<file path="config.mk">
export PLATFORM = sky130hd
export DESIGN_NAME = bus_grant_mux
export DESIGN_NICKNAME = d
export VERILOG_FILES = /design/src/rtl/bus_grant_mux_pkg.sv /design/src/rtl/bus_timeout_ctr.sv /design/src/rtl/bus_grant_mux.sv
export SDC_FILE = /design/constraint.sdc
export NUM_CORES = 1
export LEC_CHECK = 0
export ABC_CLOCK_PERIOD_IN_PS = 1890
export CAP_MARGIN = 5
export CORE_ASPECT_RATIO = 0.5
export CORE_MARGIN = 1.5
export CORE_UTILIZATION = 56
export DETAILED_ROUTE_END_ITERATION = 16
export DONT_BUFFER_PORTS = 1
export PLACE_DENSITY = 0.81
export SYNTH_ARGS = -nofsm -noshare
export SYNTH_HDL_FRONTEND = slang
export SYNTH_SLANG_ARGS = --single-unit
</file>
<file path="constraint.sdc">
create_clock -name clk -period 1.89 [get_ports clk]
set_input_delay 0.378 -clock clk [delete_from_list [all_inputs] [get_ports clk]]
set_output_delay 0.378 -clock clk [all_outputs]
set_load 0.02 [all_outputs]
</file>
<file path="src/rtl/bus_grant_mux_pkg.sv">
// Shared definitions for the bus grant mux: the arbiter grant codes, the FSM
// state encoding, the default bus widths and the grant-to-ack decode.
package bus_grant_mux_pkg;

  localparam int DEFAULT_AW = 8;
  localparam int DEFAULT_DW = 8;

  // Grant codes are shared with the upstream arbiter, so the values are fixed.
  typedef enum logic [1:0] {
    GNT_A    = 2'b00,
    GNT_B    = 2'b01,
    GNT_C    = 2'b10,
    GNT_NONE = 2'b11
  } grant_e;

  typedef enum logic [1:0] {
    ST_IDLE = 2'b00,
    ST_CMD  = 2'b01,
    ST_DONE = 2'b10
  } state_e;

  // One-hot ack vector {C, B, A} for a given owner; no owner gives no ack.
  function automatic logic [2:0] owner_onehot(grant_e g);
    case (g)
      GNT_A:   return 3'b001;
      GNT_B:   return 3'b010;
      GNT_C:   return 3'b100;
      default: return 3'b000;
    endcase
  endfunction

endpackage

</file>
<file path="src/rtl/bus_timeout_ctr.sv">
// Cycle counter for the command phase; flags the last cycle the slave is
// given to respond before the transaction completes with an error.
module bus_timeout_ctr #(
  parameter int TIMEOUT = 15,
  parameter int CW      = 8
) (
  input  logic clk,
  input  logic rst_n,
  input  logic clear,
  input  logic en,
  output logic terminal
);

  logic [CW-1:0] count;

  // NOTE: sequential state is assigned with <= so every flop samples the
  // pre-edge values regardless of statement or process ordering.
  always_ff @(posedge clk) begin
    if (!rst_n) begin
      count <= '0;
    end else if (clear) begin
      count <= '0;
    end else if (en) begin
      count <= count + 1'b1;
    end
  end

  assign terminal = (count == CW'(TIMEOUT - 1));

endmodule

</file>
<file path="src/rtl/bus_grant_mux.sv">
// Routes the arbiter-granted master onto the shared slave bus, runs one
// transaction to completion (ready or timeout) and returns ack/rdata/err.
module bus_grant_mux
  import bus_grant_mux_pkg::*;
#(
  parameter int AW      = DEFAULT_AW,
  parameter int DW      = DEFAULT_DW,
  parameter int TIMEOUT = 15
) (
  input  logic          clk,
  input  logic          rst_n,
  input  logic [1:0]    grant,
  input  logic          valid_a,
  input  logic          valid_b,
  input  logic          valid_c,
  input  logic [AW-1:0] addr_a,
  input  logic [AW-1:0] addr_b,
  input  logic [AW-1:0] addr_c,
  input  logic [DW-1:0] wdata_a,
  input  logic [DW-1:0] wdata_b,
  input  logic [DW-1:0] wdata_c,
  input  logic          we_a,
  input  logic          we_b,
  input  logic          we_c,
  output logic          bus_sel,
  output logic [AW-1:0] bus_addr,
  output logic [DW-1:0] bus_wdata,
  output logic          bus_we,
  input  logic          bus_ready,
  input  logic [DW-1:0] bus_rdata,
  output logic          ack_a,
  output logic          ack_b,
  output logic          ack_c,
  output logic [DW-1:0] rdata,
  output logic          err,
  output logic          busy
);

  state_e        state_q, state_d;
  grant_e        owner_q, owner_d;
  logic          sel_q, sel_d;
  logic [AW-1:0] addr_q, addr_d;
  logic [DW-1:0] wdata_q, wdata_d;
  logic          we_q, we_d;
  logic [2:0]    ack_q, ack_d;
  logic [DW-1:0] rdata_q, rdata_d;
  logic          err_q, err_d;
  logic          busy_q, busy_d;

  logic          src_valid;
  logic [AW-1:0] src_addr;
  logic [DW-1:0] src_wdata;
  logic          src_we;

  logic          ctr_clear, ctr_en, ctr_term;

  bus_timeout_ctr #(
    .TIMEOUT (TIMEOUT),
    .CW      (8)
  ) u_timeout_ctr (
    .clk      (clk),
    .rst_n    (rst_n),
    .clear    (ctr_clear),
    .en       (ctr_en),
    .terminal (ctr_term)
  );

  // 3:1 source mux; GNT_NONE yields src_valid=0 so IDLE never starts.
  // NOTE: every always_comb output gets a default first, so no path can
  // leave a signal unassigned and infer a latch.
  always_comb begin
    src_valid = 1'b0;
    src_addr  = '0;
    src_wdata = '0;
    src_we    = 1'b0;
    case (grant_e'(grant))
      GNT_A: begin
        src_valid = valid_a;
        src_addr  = addr_a;
        src_wdata = wdata_a;
        src_we    = we_a;
      end
      GNT_B: begin
        src_valid = valid_b;
        src_addr  = addr_b;
        src_wdata = wdata_b;
        src_we    = we_b;
      end
      GNT_C: begin
        src_valid = valid_c;
        src_addr  = addr_c;
        src_wdata = wdata_c;
        src_we    = we_c;
      end
      default: ;
    endcase
  end

  always_comb begin
    state_d   = state_q;
    owner_d   = owner_q;
    sel_d     = sel_q;
    addr_d    = addr_q;
    wdata_d   = wdata_q;
    we_d      = we_q;
    ack_d     = ack_q;
    rdata_d   = rdata_q;
    err_d     = err_q;
    busy_d    = busy_q;
    ctr_clear = 1'b0;
    ctr_en    = 1'b0;
    case (state_q)
      ST_IDLE: begin
        if (src_valid) begin
          owner_d   = grant_e'(grant);
          addr_d    = src_addr;
          wdata_d   = src_wdata;
          we_d      = src_we;
          sel_d     = 1'b1;
          busy_d    = 1'b1;
          ctr_clear = 1'b1;
          state_d   = ST_CMD;
        end
      end
      ST_CMD: begin
        // Ready is checked first so it wins over a coincident timeout.
        if (bus_ready) begin
          sel_d   = 1'b0;
          err_d   = 1'b0;
          ack_d   = owner_onehot(owner_q);
          state_d = ST_DONE;
          if (!we_q) begin
            rdata_d = bus_rdata;
          end
        end else if (ctr_term) begin
          sel_d   = 1'b0;
          err_d   = 1'b1;
          ack_d   = owner_onehot(owner_q);
          state_d = ST_DONE;
        end else begin
          ctr_en = 1'b1;
        end
      end
      ST_DONE: begin
        ack_d   = 3'b000;
        err_d   = 1'b0;
        busy_d  = 1'b0;
        state_d = ST_IDLE;
      end
      default: state_d = ST_IDLE;
    endcase
  end

  always_ff @(posedge clk) begin
    if (!rst_n) begin
      state_q <= ST_IDLE;
      owner_q <= GNT_NONE;
      sel_q   <= 1'b0;
      addr_q  <= '0;
      wdata_q <= '0;
      we_q    <= 1'b0;
      ack_q   <= 3'b000;
      rdata_q <= '0;
      err_q   <= 1'b0;
      busy_q  <= 1'b0;
    end else begin
      state_q <= state_d;
      owner_q <= owner_d;
      sel_q   <= sel_d;
      addr_q  <= addr_d;
      wdata_q <= wdata_d;
      we_q    <= we_d;
      ack_q   <= ack_d;
      rdata_q <= rdata_d;
      err_q   <= err_d;
      busy_q  <= busy_d;
    end
  end

  assign bus_sel   = sel_q;
  assign bus_addr  = addr_q;
  assign bus_wdata = wdata_q;
  assign bus_we    = we_q;
  assign ack_a     = ack_q[0];
  assign ack_b     = ack_q[1];
  assign ack_c     = ack_q[2];
  assign rdata     = rdata_q;
  assign err       = err_q;
  assign busy      = busy_q;

endmodule

</file>
==> reports/results.ini, run 1 <==
[pwr]
cellLeakagePower_uw=0.000788
power_switching_uw=478
ir_worst_vdd_v=0.000350
p_seq_frac=0.537
power.density_mw_per_mm2=827
clkPwrFrac=0.358
power_frac_comb=0.105
p_int_uw=1420
sw_frac_of_total=0.251

[synthesis]
synth_fp_nets=310
synth_common_cells=43 x dfxtp_1, 30 x mux2i_1, 27 x nand2_1
ys.flop_type=dfxtp_1
async_flop_share=0
yosysMostFrequentCell=dfxtp_1
synthCells=241
synthesis.area_mm2=0.00215
synth.distinct_cells=39
ys_warn_count=0
synth.avg_cell_area_um2=8.92
yosys.area.top_type=dfxtp_1
synth.area.top_cells=dfxtp_1 40%, mux2i_1 14%, o2bb2ai_1 6.9%
synth_edf_count=0
synth_seq_cells=43
synth.top_cell.area_share=0.400
ys_seq_area_frac=0.400

[die]
io_pins=98
row_count=15
fp.dieW_um=90.6
dieArea_mm2=0.00424
die-height_um=46.8
initial_core_util=0.606
core_mm2=0.00355

[critical_path]
worst-path-max-fanout=6
crit_type=reg -> reg
r2r_cells=7
worst_ep_arrival_time_ns=2.04
cp_num_buf_inv=2
critical_path_depth=7
required_ns=2.12
critPathLaunchType=flop
critPathMaxStageDelay_ns=0.36
critPathCaptureType=flop
cp_slowest_cell=or3_4
cp_cell_sequence=inv_1, ha_2, and3_4, a211o_4, buf_4, or3_4, a21oi_2
cpLargestDelayFamily=simple AND/OR/NAND/NOR gates

[timing]
hold_ws_ns=0.183
finalSetupViolCount=0
finalSetupTns_ns=0
drv_slew=0
max_freq_mhz=552
rsz0062_at_grt=no
final_min_period_over_clock_period=0.958
tightest_slew_ns=0.643
finalHoldViolCount=0
max-slew-margin-rel=0.568
fin_crit_ns=1.81
skew_ns=0.00578

[detailed_routing]
vias_per_cell=6.19
ant_nets=0
drc_errors=0
finalWirelength_mm=4.81
dr.pass1.iters=4
vias=1777
wl_per_cell_um=16.8
drt_iter0_drc=81

[clocking]
clk_pin_slew_ns=0.08
root_buffer=clkbuf_8
clock_latency_ns=0.29
cts.repair.resized=0
cts.sinks=43
cts_tree=built
cts_max_level=2
clockBufferDepth=2
post_cts_buffers=0
hold_buffers=0
cts_buffers=5

[grt]
grt_pass1_wl_mm=7.57
antenna_found_initial=0
grt_pass1_vias=1588
grt_max_degree=54
overflow=0
grtUsageTotal=0.230

[min_path]
hp-class=in -> reg
hold_path_depth=1

[layout]
drive_gt1_frac=0.102
area_growth_pct=7.04
n_antenna_cell=0
nNetsFinal=305

[run_status]
status=finished, final reports clean

[flow_run]
drv_cap=0

[placement]
place.gp.congestion=0.804
io_buffers=0
hpwl_mm=3.43

-- cell usage in the layout (no fill, tap or decap), types with 2 or more instances in the layout --
cell,instances
clkbuf_8,5
a21oi_1,5
nor3_1,3
a21oi_2,2
nor2_2,2
inv_1,5
mux2i_1,30
o21ai_1,2
o21ai_0,22
nor2b_1,11
dfxtp_1,42
nand2_1,27
nand4_1,17
nor2_1,7
and2_1,2
o2bb2ai_1,17
buf_4,6
nand2b_1,2
xnor2_1,5
-- per-layer routing --
layer,vias up,global-route usage,wire length (um)
li1,854,-,-
met1,823,0.286,2050
met2,95,0.394,2240
met3,5,0.0874,504
met4,0,0.0571,19
met5,-,0,0
-- kinds of logic (layout without fill, tap and decap cells) --
group | after synthesis | in the layout | synth area share
xor+xnor | 5 | 5 | 0.0204
mux | 30 | 30 | 0.140
fa+ha+maj | 2 | 2 | 0.0116
compound gates | 55 | 55 | 0.173
buf+inv | 23 | 18 | 0.0425
flops | 43 | 43 | 0.400
simple gates | 83 | 83 | 0.212
-- path summary, 6_finish.rpt --
check                                             from  slack [ns]                endpoint
worst max register to register  u_timeout_ctr.count[0]        0.08  u_timeout_ctr.count[3]
worst max-delay path            u_timeout_ctr.count[0]        0.08  u_timeout_ctr.count[3]
worst min-delay path                             rst_n        0.18              owner_q[1]
worst min register to register              owner_q[1]        0.50                ack_q[2]
-- state kept, by name, summed over array words and instances, names as in the netlist --
signal / count
bus_addr: 8
ack_q: 3
owner_q: 2
bus_we: 1
err: 1
state_q: 2
rdata: 8
bus_sel: 1
busy: 1
u_timeout_ctr.count: 8
bus_wdata: 8
-- metrics by stage --
step / power, uW / setup slack [ns] / instance area (um2) / cells / util
floorplan: 1220 / 0.0301 / 2150 / 241 / -
global placement: 1230 / 0.107 / 2190 / 280 / 0.616
detailed placement: 1240 / 0.0361 / 2190 / 280 / 0.616
CTS: 1920 / 0.0221 / 2290 / 287 / 0.645
global route: 1980 / 0.0186 / 2300 / 287 / 0.649
finish: 1900 / 0.0794 / 2300 / 287 / 0.649
-- power groups by stage --
stage / logic [uW] / clock network (uW) / registers (uW)
after floorplan: 185 / 0 / 1030
after global placement: 192 / 0 / 1040
after detailed placement: 198 / 0 / 1040
after CTS: 199 / 694 / 1020
after global routing: 223 / 734 / 1030
final: 199 / 682 / 1020
-- cell type report --
| cell class | instances | area, um2 |
|---|---|---|
| inverter | 5 | 18.8 |
| timing repair buffer | 6 | 45.0 |
| clock inverter | 1 | 30.0 |
| multi-input combinational | 175 | 1210 |
| sequential | 43 | 862 |
| clock buffer | 6 | 72.6 |
| tap | 51 | 63.8 |
| fill | 287 | 1250 |
(Power assumes the default switching activity.)
==> inputs of run 2 (changes only) <==
--- a/config.mk
+++ b/config.mk
@@ -8,11 +8,11 @@
 export ABC_CLOCK_PERIOD_IN_PS = 1890
 export CAP_MARGIN = 5
 export CORE_ASPECT_RATIO = 0.5
-export CORE_MARGIN = 1.5
 export CORE_UTILIZATION = 56
 export DETAILED_ROUTE_END_ITERATION = 16
 export DONT_BUFFER_PORTS = 1
 export PLACE_DENSITY = 0.81
+export REMOVE_ABC_BUFFERS = 1
 export SYNTH_ARGS = -nofsm -noshare
 export SYNTH_HDL_FRONTEND = slang
 export SYNTH_SLANG_ARGS = --single-unit
==> reports/results.ini, run 2 (synthesis results as in run 1) <==
[run_status]
status=finished, final reports clean

[layout]
area_growth_pct=7.51
drive_gt1_frac=0.101  ; -0.000855
multiInputGateArea_mm2=0.00120  ; -0.52%
n_antenna_cell=0  ; unchanged
final_common_cell=dfxtp_1
nNetsFinal=306  ; +0.33%
fin_util=0.651  ; +0.00282
regArea_um2=861  ; -0.15%
fill_cells=289  ; +0.70%
final_cells=289  ; +0.70%
layout_common_cells=43 x dfxtp_1, 30 x mux2i_1, 27 x nand2_1

[detailed_routing]
ant_nets=0  ; unchanged
finalWirelength_mm=4.45  ; -7.4%
drt_iter0_drc=77  ; -4.9%
dr.pass1.iters=4  ; unchanged
vias_per_cell=5.99  ; -3.3%
vias=1731  ; -2.6%
drc_errors=0  ; unchanged
wl_per_cell_um=15.4  ; -8.0%

[clocking]
clockBufferDepth=2  ; unchanged
post_cts_buffers=0  ; unchanged
cts_tree=built
cts_max_level=2  ; unchanged
clock_latency_ns=0.29  ; about the same
clk_pin_slew_ns=0.08  ; about the same
hold_buffers=0  ; unchanged
root_buffer=clkbuf_8
cts.sinks=43  ; unchanged
cts.repair.resized=0  ; unchanged
cts_buffers=5  ; unchanged

[die]
core_mm2=0.00355  ; unchanged
io_pins=98  ; unchanged
initial_core_util=0.606  ; unchanged
row_count=15  ; unchanged
die-height_um=45.8  ; -2.1%
fp.dieW_um=89.6  ; -1.1%
dieArea_mm2=0.00411  ; -3.2%

[timing]
drv_slew=0  ; unchanged
fin_crit_ns=1.84  ; +0.0314 ns
finalHoldViolCount=0  ; unchanged
finalSetupViolCount=0  ; unchanged
hold_ws_ns=0.182  ; -0.00138 ns
rsz0062_at_grt=no
tightest_slew_ns=0.629  ; -0.0138 ns
max_freq_mhz=543  ; -1.7%
max-slew-margin-rel=0.578  ; +0.00923
skew_ns=0.00618  ; +0.000396 ns
final_min_period_over_clock_period=0.975  ; +0.0166

[pwr]
power.density_mw_per_mm2=837  ; +1.3%
cellLeakagePower_uw=0.000799  ; +1.4%
design_power_total_uw=1940  ; +1.7%
ir_worst_vdd_v=0.000371  ; +6.2%

[grt]
grt_pass1_wl_mm=6.69  ; -12%
grt_pass1_vias=1536  ; -3.3%
antenna_found_initial=0  ; unchanged
grtUsageTotal=0.217  ; -0.0129
grt_max_degree=54  ; unchanged
overflow=0  ; unchanged

[placement]
place.gp.congestion=0.762  ; -5.2%
hpwl_mm=3.11  ; -9.3%
dp.cells=281  ; +0.36%
io_buffers=0  ; unchanged

[critical_path]
cp_num_buf_inv=1  ; -1
cp_cell_sequence=inv_1, ha_1, and3_4, a211o_4, or4_4, a21oi_2
worst_ep_arrival_time_ns=2.07  ; +0.03 ns
critPathCaptureType=flop
critical_path_depth=6  ; -1
cp_slowest_cell=or4_4
startpoint=u_timeout_ctr.count[0]
critPathMaxStageDelay_ns=0.51  ; +0.15 ns
worst-path-max-fanout=3  ; -3
cpLargestDelayFamily=simple AND/OR/NAND/NOR gates
required_ns=2.12  ; about the same
r2r_cells=6  ; -1
reg2reg_from=u_timeout_ctr.count[0]
crit_type=reg -> reg
critPathLaunchType=flop

[min_path]
hp-class=in -> reg
hold_path_startpoint=rst_n
hold_path_depth=1  ; unchanged

[flow_run]
drv_cap=0  ; unchanged

==> run 2: report_power, final <==
group	leakage (uW)	total (uW)	internal [uW]	switching [uW]
clock	0.0000581	716	394	322
combinational	0.000392	199	91.0	108
sequential	0.000350	1020	948	73.2
==> run 2: worst paths after layout <==
path	to	slack, ns
hold / removal	owner_q[1]	0.18
hold reg to reg	ack_q[2]	0.48
setup / recovery	u_timeout_ctr.count[7]	0.05
setup reg to reg	u_timeout_ctr.count[7]	0.05
==> run 2: per-stage QoR <==
step	TNS (ns)	worst slack, ns	instance area, um2
6_report	0	0.0479	2310
5_1_grt	0	0.00379	2310
4_1_cts	0	0.0591	2310
3_5_place_dp	0	0.0699	2190
3_3_place_gp	0	0.105	2190
2_1_floorplan	-0.643	-0.0562	2080
==> run 2: cell type report <==
type	count	area share
flip-flops and latches	43	0.372
clock buffers	5	0.0298
clock inverters	3	0.0189
repair buffers	7	0.0227
well taps	51	0.0276
multi-input cells	175	0.520
inverters	5	0.00812
==> run 2: routing by layer <==
| metal | GRT usage | wire length, um |
|---|---|---|
| met1 | 0.245 | 2000 |
| met2 | 0.400 | 2210 |
| met3 | 0.0598 | 220 |
| met4 | 0.0825 | 23 |
| met5 | 0 | 0 |
==> inputs of run 3 (changes only) <==
--- a/config.mk
+++ b/config.mk
@@ -6,12 +6,12 @@
 export NUM_CORES = 1
 export LEC_CHECK = 0
 export ABC_CLOCK_PERIOD_IN_PS = 1890
-export CAP_MARGIN = 5
+export CAP_MARGIN = 10
 export CORE_ASPECT_RATIO = 0.5
 export CORE_UTILIZATION = 56
 export DETAILED_ROUTE_END_ITERATION = 16
 export DONT_BUFFER_PORTS = 1
-export PLACE_DENSITY = 0.81
+export PLACE_DENSITY = 0.74
 export REMOVE_ABC_BUFFERS = 1
 export SYNTH_ARGS = -nofsm -noshare
 export SYNTH_HDL_FRONTEND = slang
==> reports/results.ini, run 3 (synthesis results as in run 1) <==
[run_status]
status=finished, final reports clean

[layout]
regArea_um2=862  ; +0.15%
area_growth_pct=6.64
multiInputGateArea_mm2=0.00120  ; unchanged
fill_cells=315  ; +9.0%
design_area_mm2=0.00229  ; -0.81%
nNetsFinal=307  ; +0.33%
layout_common_cells=42 x dfxtp_1, 30 x mux2i_1, 27 x nand2_1
n_antenna_cell=0  ; unchanged
drive_gt1_frac=0.105  ; +0.00376
final_common_cell=dfxtp_1

[timing]
finalSetupViolCount=0  ; unchanged
finalSetupTns_ns=0  ; unchanged
final_min_period_over_clock_period=0.975  ; about the same
rsz0062_at_grt=no
tightest_slew_ns=0.641  ; +0.0113 ns
finalHoldViolCount=0  ; unchanged
drv_slew=0  ; unchanged
skew_ns=0.00131  ; -0.00486 ns
hold_ws_ns=0.176  ; -0.00550 ns
fin_crit_ns=1.84  ; +0.0000875 ns
max-slew-margin-rel=0.572  ; -0.00521
max_freq_mhz=543  ; about the same

[grt]
overflow=0  ; unchanged
grtUsageTotal=0.239  ; +0.0212
grt_pass1_vias=1501  ; -2.3%
grt_pass1_wl_mm=7.27  ; +8.7%
grt_max_degree=54  ; unchanged
antenna_found_initial=0  ; unchanged

[critical_path]
critPathLaunchType=flop
reg2reg_from=u_timeout_ctr.count[0]
r2r_slack_ns=0.05  ; about the same
crit_type=reg -> reg
r2r_cells=7  ; +1
worst_ep_arrival_time_ns=2.06  ; about the same
worst-path-max-fanout=6  ; +3
required_ns=2.11  ; about the same
critPathCaptureType=flop
rr_endpoint=u_timeout_ctr.count[3]

[detailed_routing]
dr.pass1.iters=6  ; +2
drt_iter0_drc=58  ; -25%
vias=1750  ; +1.1%
ant_nets=0  ; unchanged
vias_per_cell=6.03  ; +0.75%
drc_errors=0  ; unchanged
wl_per_cell_um=16.3  ; +6.0%
finalWirelength_mm=4.74  ; +6.4%

[clocking]
clk_pin_slew_ns=0.08  ; about the same
cts_tree=built
cts_max_level=2  ; unchanged
root_buffer=clkbuf_8
clockBufferDepth=2  ; unchanged
cts_buffers=5  ; unchanged
cts.sinks=43  ; unchanged
clock_latency_ns=0.29  ; about the same
post_cts_buffers=0  ; unchanged

[placement]
placed_cell_area_mm2=0.00220  ; +0.34%
place.gp.congestion=0.788  ; +3.3%
hpwl_mm=3.40  ; +9.4%
io_buffers=0  ; unchanged

[die]
die-height_um=45.8  ; unchanged
row_count=15  ; unchanged
fp.dieW_um=89.6  ; unchanged
dieArea_mm2=0.00411  ; unchanged
core_mm2=0.00355  ; unchanged
io_pins=98  ; unchanged
initial_core_util=0.606  ; unchanged

[min_path]
hold_path_depth=1  ; unchanged
hold_path_startpoint=rst_n
hp-class=in -> reg
min_to=owner_q[1]

[pwr]
cellLeakagePower_uw=0.000788  ; -1.4%
power.density_mw_per_mm2=783  ; -6.5%
ir_worst_vdd_v=0.000342  ; -7.9%
design_power_total_uw=1800  ; -7.2%

[flow_run]
drv_cap=0  ; unchanged

[run 3: stage by stage]
stage / std cells / util / setup WS (ns)
after global routing: 290 / 0.646 / 0.00464
after global placement: 282 / 0.620 / 0.106
after CTS: 290 / 0.644 / 0.0201
after detailed placement: 282 / 0.620 / 0.0428
final: 290 / 0.646 / 0.0478
after floorplan: 223 / - / -0.0562
[run 3: area by class of cell]
cell class	instances	area share
clock buffers	6	0.0317
clock inverters	2	0.00546
inverters	5	0.00819
multi-input cells	175	0.525
flip-flops and latches	43	0.376
well taps	51	0.0278
repair buffers	8	0.0262
[run 3: per-layer routing]
metal | GRT usage | routed length, um | vias to the layer above | part of all wire
met1 | 0.322 | 2120 | 827 | 0.45
met3 | 0.0870 | 359 | 0 | 0.076
li1 | - | - | 862 | -
met5 | 0 | 0 | - | 0
met4 | 0.0349 | 0 | 0 | 0
met2 | 0.376 | 2260 | 61 | 0.48
[run 3: where the power goes]
part,internal [uW],switching (uW),total (uW)
clock,259,314,573
combinational,92.4,109,202
sequential,948,73.0,1020
total,1300,497,1800
[run 3: worst max-delay path by stage]
stage                              to                   start
2_1_floorplan                    busy                grant[1]
3_3_place_gp   u_timeout_ctr.count[7]  u_timeout_ctr.count[0]
3_5_place_dp   u_timeout_ctr.count[7]  u_timeout_ctr.count[0]
4_1_cts        u_timeout_ctr.count[7]  u_timeout_ctr.count[0]
5_1_grt        u_timeout_ctr.count[3]  u_timeout_ctr.count[0]
6_report       u_timeout_ctr.count[3]  u_timeout_ctr.count[0]
[run 3: worst max-delay path, cell delays in order, from the launching register on]
cell and delay, ns:
dfxtp_2 0.34, inv_1 0.06, ha_1 0.21, and3_4 0.19, a211o_4 0.33, buf_4 0.16
or3_1 0.34, a21oi_1 0.14
[run 3: timing repair]
action / in CTS / in global routing
hold buffers: 0 / 0
resized for setup: 0 / 2
hold endpoints to repair: 0 / 0
setup endpoints to repair: 0 / 2
